File: config.mk
export PLATFORM = sky130hd
export DESIGN_NAME = famicom_pad_reader
export DESIGN_NICKNAME = d
export VERILOG_FILES = /design/src/rtl/famicom_pad_reader.sv
export SDC_FILE = /design/constraint.sdc
export NUM_CORES = 1
export LEC_CHECK = 0
export ABC_CLOCK_PERIOD_IN_PS = 2700
export CAP_MARGIN = 20
export CORE_MARGIN = 5
export CORE_UTILIZATION = 30
export DETAILED_ROUTE_END_ITERATION = 6
export PLACE_DENSITY = 0.51
export SYNTH_ARGS = -nofsm -noshare
export SYNTH_HDL_FRONTEND = slang
export SYNTH_SLANG_ARGS = --single-unit
File: constraint.sdc
create_clock -name clk_sys -period 2.7 [get_ports clk_sys]
set_input_delay 0.54 -clock clk_sys [delete_from_list [all_inputs] [get_ports clk_sys]]
set_output_delay 0.54 -clock clk_sys [all_outputs]
set_load 0.02 [all_outputs]
File: src/rtl/famicom_pad_reader.sv
// Famicom-style controller poller: drives latch/pulse toward the pad, shifts
// in the active-low serial byte and publishes an active-high button byte.
// Optional build macro FAMICOM_DOUBLE_READ_EN reads the pad twice per poll
// and only publishes when both reads agree.
module famicom_pad_reader #(
   parameter int LATCH_CYCLES = 12,
   parameter int HALF_CYCLES  = 8,
   parameter int POLL_PERIOD  = 1666667
) (
   input  logic       clk_sys,
   input  logic       reset,
   input  logic       enable,
   input  logic       poll_req,
   output logic       famicom_latch,
   output logic       famicom_pulse,
   input  logic       famicom_data,
   output logic [7:0] buttons,
   output logic       buttons_valid,
   output logic       changed,
   output logic       busy,
   output logic       read_error
);

   localparam int PW = $clog2(POLL_PERIOD);

   typedef enum logic [2:0] {
      S_IDLE,
      S_LATCH,
      S_LOW,
      S_HIGH,
      S_GAP,
      S_DONE
   } state_t;

   state_t          state;
   state_t          state_next;
   logic [PW-1:0]   poll_cnt;
   logic [15:0]     phase_cnt;
   logic [2:0]      bit_idx;
   logic [7:0]      shift;
   logic            sync_meta;
   logic            sync_data;
   logic            start_poll;
   logic            phase_last;
`ifdef FAMICOM_DOUBLE_READ_EN
   logic            second_pass;
   logic [7:0]      first_read;
`endif

   // Two-flop synchroniser for the pad data line; idles high like an unpressed pad
   always_ff @(posedge clk_sys) begin
      if (reset) begin
         sync_meta <= 1'b1;
         sync_data <= 1'b1;
      end else begin
         sync_meta <= famicom_data;
         sync_data <= sync_meta;
      end
   end

   // Poll start decision, end-of-phase detection and next-state selection
   always_comb begin
      state_next = state;
      start_poll = 1'b0;
      phase_last = 1'b0;
      if (state == S_IDLE && enable &&
          (poll_cnt == PW'(POLL_PERIOD - 1) || poll_req))
         start_poll = 1'b1;
      case (state)
         S_LATCH:      phase_last = (phase_cnt == 16'(LATCH_CYCLES - 1));
         S_LOW, S_HIGH: phase_last = (phase_cnt == 16'(HALF_CYCLES - 1));
         S_GAP:        phase_last = (phase_cnt == 16'(2 * HALF_CYCLES - 1));
         default:      phase_last = 1'b0;
      endcase
      case (state)
         S_IDLE:  if (start_poll) state_next = S_LATCH;
         S_LATCH: if (phase_last) state_next = S_LOW;
         S_LOW: begin
            if (phase_last) begin
               if (bit_idx == 3'd7) begin
`ifdef FAMICOM_DOUBLE_READ_EN
                  state_next = second_pass ? S_DONE : S_GAP;
`else
                  state_next = S_DONE;
`endif
               end else begin
                  state_next = S_HIGH;
               end
            end
         end
         S_HIGH:  if (phase_last) state_next = S_LOW;
         S_GAP:   if (phase_last) state_next = S_LATCH;
         S_DONE:  state_next = S_IDLE;
         default: state_next = S_IDLE;
      endcase
   end

   // State register, phase/poll counters, bit capture and registered outputs
   always_ff @(posedge clk_sys) begin
      if (reset) begin
         state         <= S_IDLE;
         poll_cnt      <= '0;
         phase_cnt     <= '0;
         bit_idx       <= '0;
         shift         <= '0;
         famicom_latch <= 1'b0;
         famicom_pulse <= 1'b0;
         buttons       <= '0;
         buttons_valid <= 1'b0;
         changed       <= 1'b0;
         busy          <= 1'b0;
         read_error    <= 1'b0;
`ifdef FAMICOM_DOUBLE_READ_EN
         second_pass   <= 1'b0;
         first_read    <= '0;
`endif
      end else begin
         state         <= state_next;
         famicom_latch <= (state_next == S_LATCH);
         famicom_pulse <= (state_next == S_HIGH);
         busy          <= (state_next != S_IDLE);
         buttons_valid <= 1'b0;
         changed       <= 1'b0;
         read_error    <= 1'b0;

         if (state_next != state || state == S_IDLE)
            phase_cnt <= '0;
         else
            phase_cnt <= phase_cnt + 16'd1;

         if (start_poll || !enable)
            poll_cnt <= '0;
         else if (state == S_IDLE)
            poll_cnt <= (poll_cnt == PW'(POLL_PERIOD - 1)) ? '0 : poll_cnt + 1'b1;

         if (state == S_LATCH && phase_last)
            bit_idx <= '0;
         if (state == S_LOW && phase_last)
            shift[bit_idx] <= sync_data;
         if (state == S_HIGH && phase_last)
            bit_idx <= bit_idx + 3'd1;

`ifdef FAMICOM_DOUBLE_READ_EN
         if (state == S_IDLE)
            second_pass <= 1'b0;
         if (state == S_GAP) begin
            first_read <= shift;
            if (phase_last)
               second_pass <= 1'b1;
         end
         if (state == S_DONE) begin
            if (shift == first_read) begin
               buttons       <= ~shift;
               buttons_valid <= 1'b1;
               changed       <= (~shift != buttons);
            end else begin
               read_error    <= 1'b1;
            end
         end
`else
         if (state == S_DONE) begin
            buttons       <= ~shift;
            buttons_valid <= 1'b1;
            changed       <= (~shift != buttons);
         end
`endif
      end
   end

endmodule

* Yosys cells after proc, flatten, opt, wreduce, memory -nomap -nowiden
Index checks and enable logic that the tools add are counted.
** Storage, ports and cells
- Input port bits :: 5
- Register bits after elaboration :: 66
- Output and inout port bits :: 14
- Logic and storage cells :: 67
** Operators by class
- Multiplexer cells :: 15
- Reduce and logical (&&, ||, !) cells :: 18
- Equal/unequal tests :: 14
- Magnitude comparators :: 2
- $add $sub $neg :: 3
- Bitwise gates (word level) :: 2
** Operator list (number)
- equality test 16 x 4 -> 1 bit, second input constant :: 2
- adder 21 x 1 -> 21 bit, second input constant :: 1
- equality test 21 bit, second input constant :: 1
- 2-to-1 mux 21 bit :: 1
- 2-to-1 mux 3 bit :: 7
- adder 16 x 1 -> 16 bit, second input constant :: 1
- equality test 16 x 3 -> 1 bit, second input constant :: 1
- one-hot mux 3 bit (4 select lines) :: 1
- OR reduction 2 bit :: 5
- equality test 3 x 2 -> 1 bit, second input constant :: 3
- equality test 3 bit, second input constant :: 3
- bitwise mux 8 bit :: 1
- != test 8 bit :: 1
- inverter 8 bit :: 1
- equality test 3 x 1 -> 1 bit, second input constant :: 2
- logical AND 1 bit :: 6
- less-than comparator 3 x 4 -> 1 bit, second input constant :: 1
- adder 3 x 1 -> 3 bit, second input constant :: 1
- demux 1 bit (select 3 bit) :: 1
- greater-or-equal comparator 3 x 1 -> 1 bit, second input constant :: 1
- zero test 3 bit :: 1
- logical OR 1 bit :: 3
- 2-to-1 mux 1 bit :: 3
- != test 3 bit :: 1
- other kinds (5) :: 5

* Logic depth before layout (Yosys ltp)
- Depth after elaboration :: 9
- Depth in mapped cells :: 7
- Depth with buffers taken out :: 6

* Worst setup path before layout
Ideal clock, no wire load.
- Path type :: register to register
- Start point :: register phase_cnt[0]
- End point :: register bit_idx[0]
- Setup time :: 70 ps
- Stages on the path, launching flop included :: 8
- Slack :: 80 ps
- Required time :: 2630 ps
- Clock period less this slack :: 2620 ps
- Arrival :: 2550 ps
- Buffers on the path :: 1
- Path through :: dfxtp_1 ha_1 or3b_4 or4_4 or4_1 buf_2 or3b_1 a21oi_1
** Between the ends
- Cells in the longest elaborated chain, start to end :: 4
- Elaborated cells between the ends (all ways) :: 8
- Those cells by class :: eq/ne (3); mux (2); reduce/logical (3)
** Ends and longest elaborated chain
- start: declaration :: line 38 : logic [15:0] phase_cnt;
- start signal: assignment :: line 129 : phase_cnt <= phase_cnt + 16'd1;
- equality test 16 x 4 -> 1 bit (tied with other cells) :: line 72 : S_GAP: phase_last = (phase_cnt == 16'(2 * HALF_CYCLES - 1));
- one-hot mux 1 bit (3 select lines) * :: line 69 : case (state)
- logical AND 1 bit (on tied branches) :: line 140, 136
- 2-to-1 mux 3 bit or nonzero test 2 bit (tied branches)
- end signal: assignment :: line 141 : bit_idx <= bit_idx + 3'd1;
- end: declaration :: line 39 : logic [2:0] bit_idx;
Mark *: on every way between the ends. The rest lies on a longest branch, timed or not.
A chain may end at the register's enable or synchronous reset.

* Worst setup path after layout
- Start point :: register phase_cnt[1]
- End point :: register bit_idx[0]
The elaborated chain is that of the path after synthesis.

==> metrics.md <==
| Metric | Value |
|---|---|
| Status | completed |
| CP required | 2.98 ns |
| Global-route wire length before repair | 12230 um |
| GRT Total Usage | 0.1186 |
| CP startpoint kind | flip-flop |
| Setup repair bufs after CTS | 0 |
| Placed cells | 520 |
| CTS tree | yes |
| Largest net degree at the start of global routing | 28 |
| Syn_nets | 381 |
| Fin. Hold Viols | 0 |
| Final non-filler cell total | 536 |
| Achievable frequency | 389.2 MHz |
| Layout cells sized above 1 | 0.1150 |
| Clock Skew | 0.01135 ns |
| Synth warnings | 0 |
| Unrepaired setup endpoints after global routing | no |
| Htree depth | 3 |
| Final period util | 0.9515 |
| Crit path from | phase_cnt[1] |
| Clk slew on worst S/H paths | 0.07 ns |
| Total clock sinks | 66 |
| Die X | 112.2 um |
| Worst Hold End | sync_data |
| # DRC | 0 |
| Initial Util | 0.3051 |
| DP HPWL | 4992 um |
| Placement Rows | 37 |
| CP Capture Type | flip-flop |
| Die H | 112.2 um |
| Core area | 10280 sq um |
| Via density | 4.823 |
| Post-detailed-route wirelength per cell | 13.01 um |
| Die Area | 12600 sq um |
| Worst Reg-to-Reg Cells | 6 |
| Placement Cell Area | 3508 sq um |
| Via count | 2585 |
| Lkg Pwr | 1.172 nW |
| Worst Hold Class | flip-flop to flip-flop |
| Max_cap viols | 0 |
| Iteration-0 DRC Markers | 180 |
| CP Class | flip-flop to flip-flop |
| Syn-to-layout area delta | 17.92% |
| Post-Route WL | 6975 um |
| Total gr overflow | 0 |
| Antenna-violating nets left | 0 |
| Gpl congestion | 0.7789 |
| Clock Tree Buf Depth | 2 |
| Final min period | 2.569 ns |
| Setup TNS | 0 ns |
| Arr. time, crit path | 2.85 ns |
| FF-to-FF Start | phase_cnt[1] |
| Synth cell types | 50 |
| Fill cells | 1089 |
| Hold_sp | sync_meta |
| Primary FF master, synth | dfxtp_1 |
| Num CTS Buffers | 9 |
| Seq/Total Area, Yosys | 0.4214 |
| Slew @ Worst Pin | 0.6753 ns |
| Syn Area/Cell | 8.452 sq um |
| Initial antenna violation count | 0 |
| Ports | 19 |
| Setup Viol. Count Final | 0 |
| Util after Layout | 0.3598 |
| FF-to-FF setup slack | 0.13 ns |
| Slew margin rel. | 0.5495 |
| Synthesis-stage register bit count | 66 |
| Hold Crit Depth | 1 |
| Share of synthesized flip-flops with an asynchronous set or reset | 0 |
| DRT Pass-1 Iters | 4 |
| Antenna cells | 0 |
| Final #Nets | 405 |
| Crit-path max FO | 7 |
| Reg area | 1321 sq um |
| Maximum vdd drop | 224.1 uV |
| Final Slew Violations | 0 |
| PwrDens | 502.9 nW/um^2 |
| Synthesized area | 3136 sq um |
| Synth Instances | 371 |
| Pre-CTS WS | 0.06178 ns |
| Multi-input gate area | 1708 sq um |
| PortBufs | 17 |
| Root buffer cell | clkbuf_8 |
| Clk_lat worst skew | 0.35 ns |
| Vias in the first global route | 2515 |
| Final Cell Area | 3697 sq um |
| Reg-to-Reg End | bit_idx[0] |
| Final WS setup | 0.1309 ns |
| Post-synth EDFFs | 0 |
## final cells by class
class,count,area share
clock inverter,6,0.01557
timing repair buffer,32,0.07648
inverter,8,0.008122
sequential,66,0.3574
clock buffer,10,0.03452
multi-input combinational,278,0.4619
tap,136,0.04602
## flip-flops by register name, summed over array words and instances, names as in the netlist
signal and cells:
poll_cnt 21, phase_cnt 16, buttons 8, shift 8
bit_idx 3, state 3, busy 1, buttons_valid 1
changed 1, famicom_latch 1, famicom_pulse 1, sync_data 1
sync_meta 1
## Yosys cell counts, drive strengths merged (3+ instances only)
| master | n | area, sq um |
|---|---|---|
| clkbuf | 16 | 60.06 |
| nor2b | 3 | 18.77 |
| inv | 8 | 30.03 |
| and3 | 4 | 25.02 |
| dfxtp | 66 | 1321 |
| and2 | 3 | 18.77 |
| a211oi | 11 | 82.58 |
| o41ai | 7 | 61.31 |
| or2 | 6 | 37.54 |
| or4b | 4 | 40.04 |
| xnor2 | 21 | 183.9 |
| xor2 | 20 | 175.2 |
| nor2 | 65 | 244.0 |
| nand4 | 21 | 131.4 |
| o21ai | 5 | 25.02 |
| buf | 3 | 20.01 |
| nand2b | 3 | 18.77 |
| or4 | 4 | 33.78 |
| nor4 | 9 | 56.30 |
| nand3 | 13 | 65.06 |
| or3b | 3 | 28.78 |
| ha | 5 | 62.56 |
| nor3 | 10 | 50.05 |
| nand2 | 23 | 86.33 |
| a21oi | 15 | 75.07 |
## cells by family after synthesis
group	count (synthesis)	synth area share
DFF	66	0.4214
other	1	0.001196
xor gates and xnor gates	41	0.1145
and+or+nand+nor	181	0.2981
buffers and inverters	27	0.03511
AOI/OAI and AO/OA	49	0.1065
muxes	1	0.003192
adders and majority gates	5	0.01995
## per-layer routing
metal  vias to the layer above  GRT usage  routed length (um)
met5                         -          0                   0
met4                         0    0.03606                  98
met3                         7    0.03989                 260
met2                        36     0.1720                3079
met1                      1189     0.1664                3536
li1                       1353          -                   -
## critical path, cell delays in order (launching register included)
cell and delay, ns:
dfxtp_1 0.37, ha_1 0.18, or3b_4 0.38, or4_4 0.51
or4_4 0.54, or3b_1 0.39, a21oi_1 0.14
## worst max path at each step
| stage | to | slack, ns | depth (start not counted) |
|---|---|---|---|
| floorplan | bit_idx[0] | 0.08 | 7 |
| global placement | bit_idx[0] | 0.09 | 6 |
| detailed placement | bit_idx[0] | 0.06 | 6 |
| CTS | bit_idx[0] | 0.04 | 6 |
| global route | bit_idx[0] | 0.02 | 6 |
| finish | bit_idx[0] | 0.13 | 6 |
## layout by cell type (no fill, tap or decap), types with 9 or more instances in the layout
cell / count
a211oi_1: 11
a21oi_1: 15
buf_4: 15
clkbuf_8: 9
clkdlybuf4s50_1: 17
dfxtp_1: 66
nand2_1: 23
nand3_1: 13
nand4_1: 21
nor2_1: 65
nor3_1: 10
nor4_1: 9
xnor2_1: 21
xor2_1: 20
## through the flow
stage               power, W  hold WS (ns)
floorplan           0.001056        0.3895
global placement    0.001091        0.4011
detailed placement  0.001091        0.3978
CTS                 0.001895        0.4170
global route        0.001957        0.4184
finish              0.001860        0.4148
## report_power, final
group	switching [W]	leakage, nW	internal (W)
clock network	0.000372	0.0958	0.000420
logic	0.0000464	0.543	0.0000328
registers	0.00000738	0.533	0.000981
## what timing repair did
| item | in CTS | in global routing |
|---|---|---|
| hold endpoints to repair | 0 | 0 |
| gates resized for setup | 0 | 1 |
| hold buffers | 0 | 0 |
| setup endpoints to repair | 0 | 3 |
(Power assumes the default switching activity.)
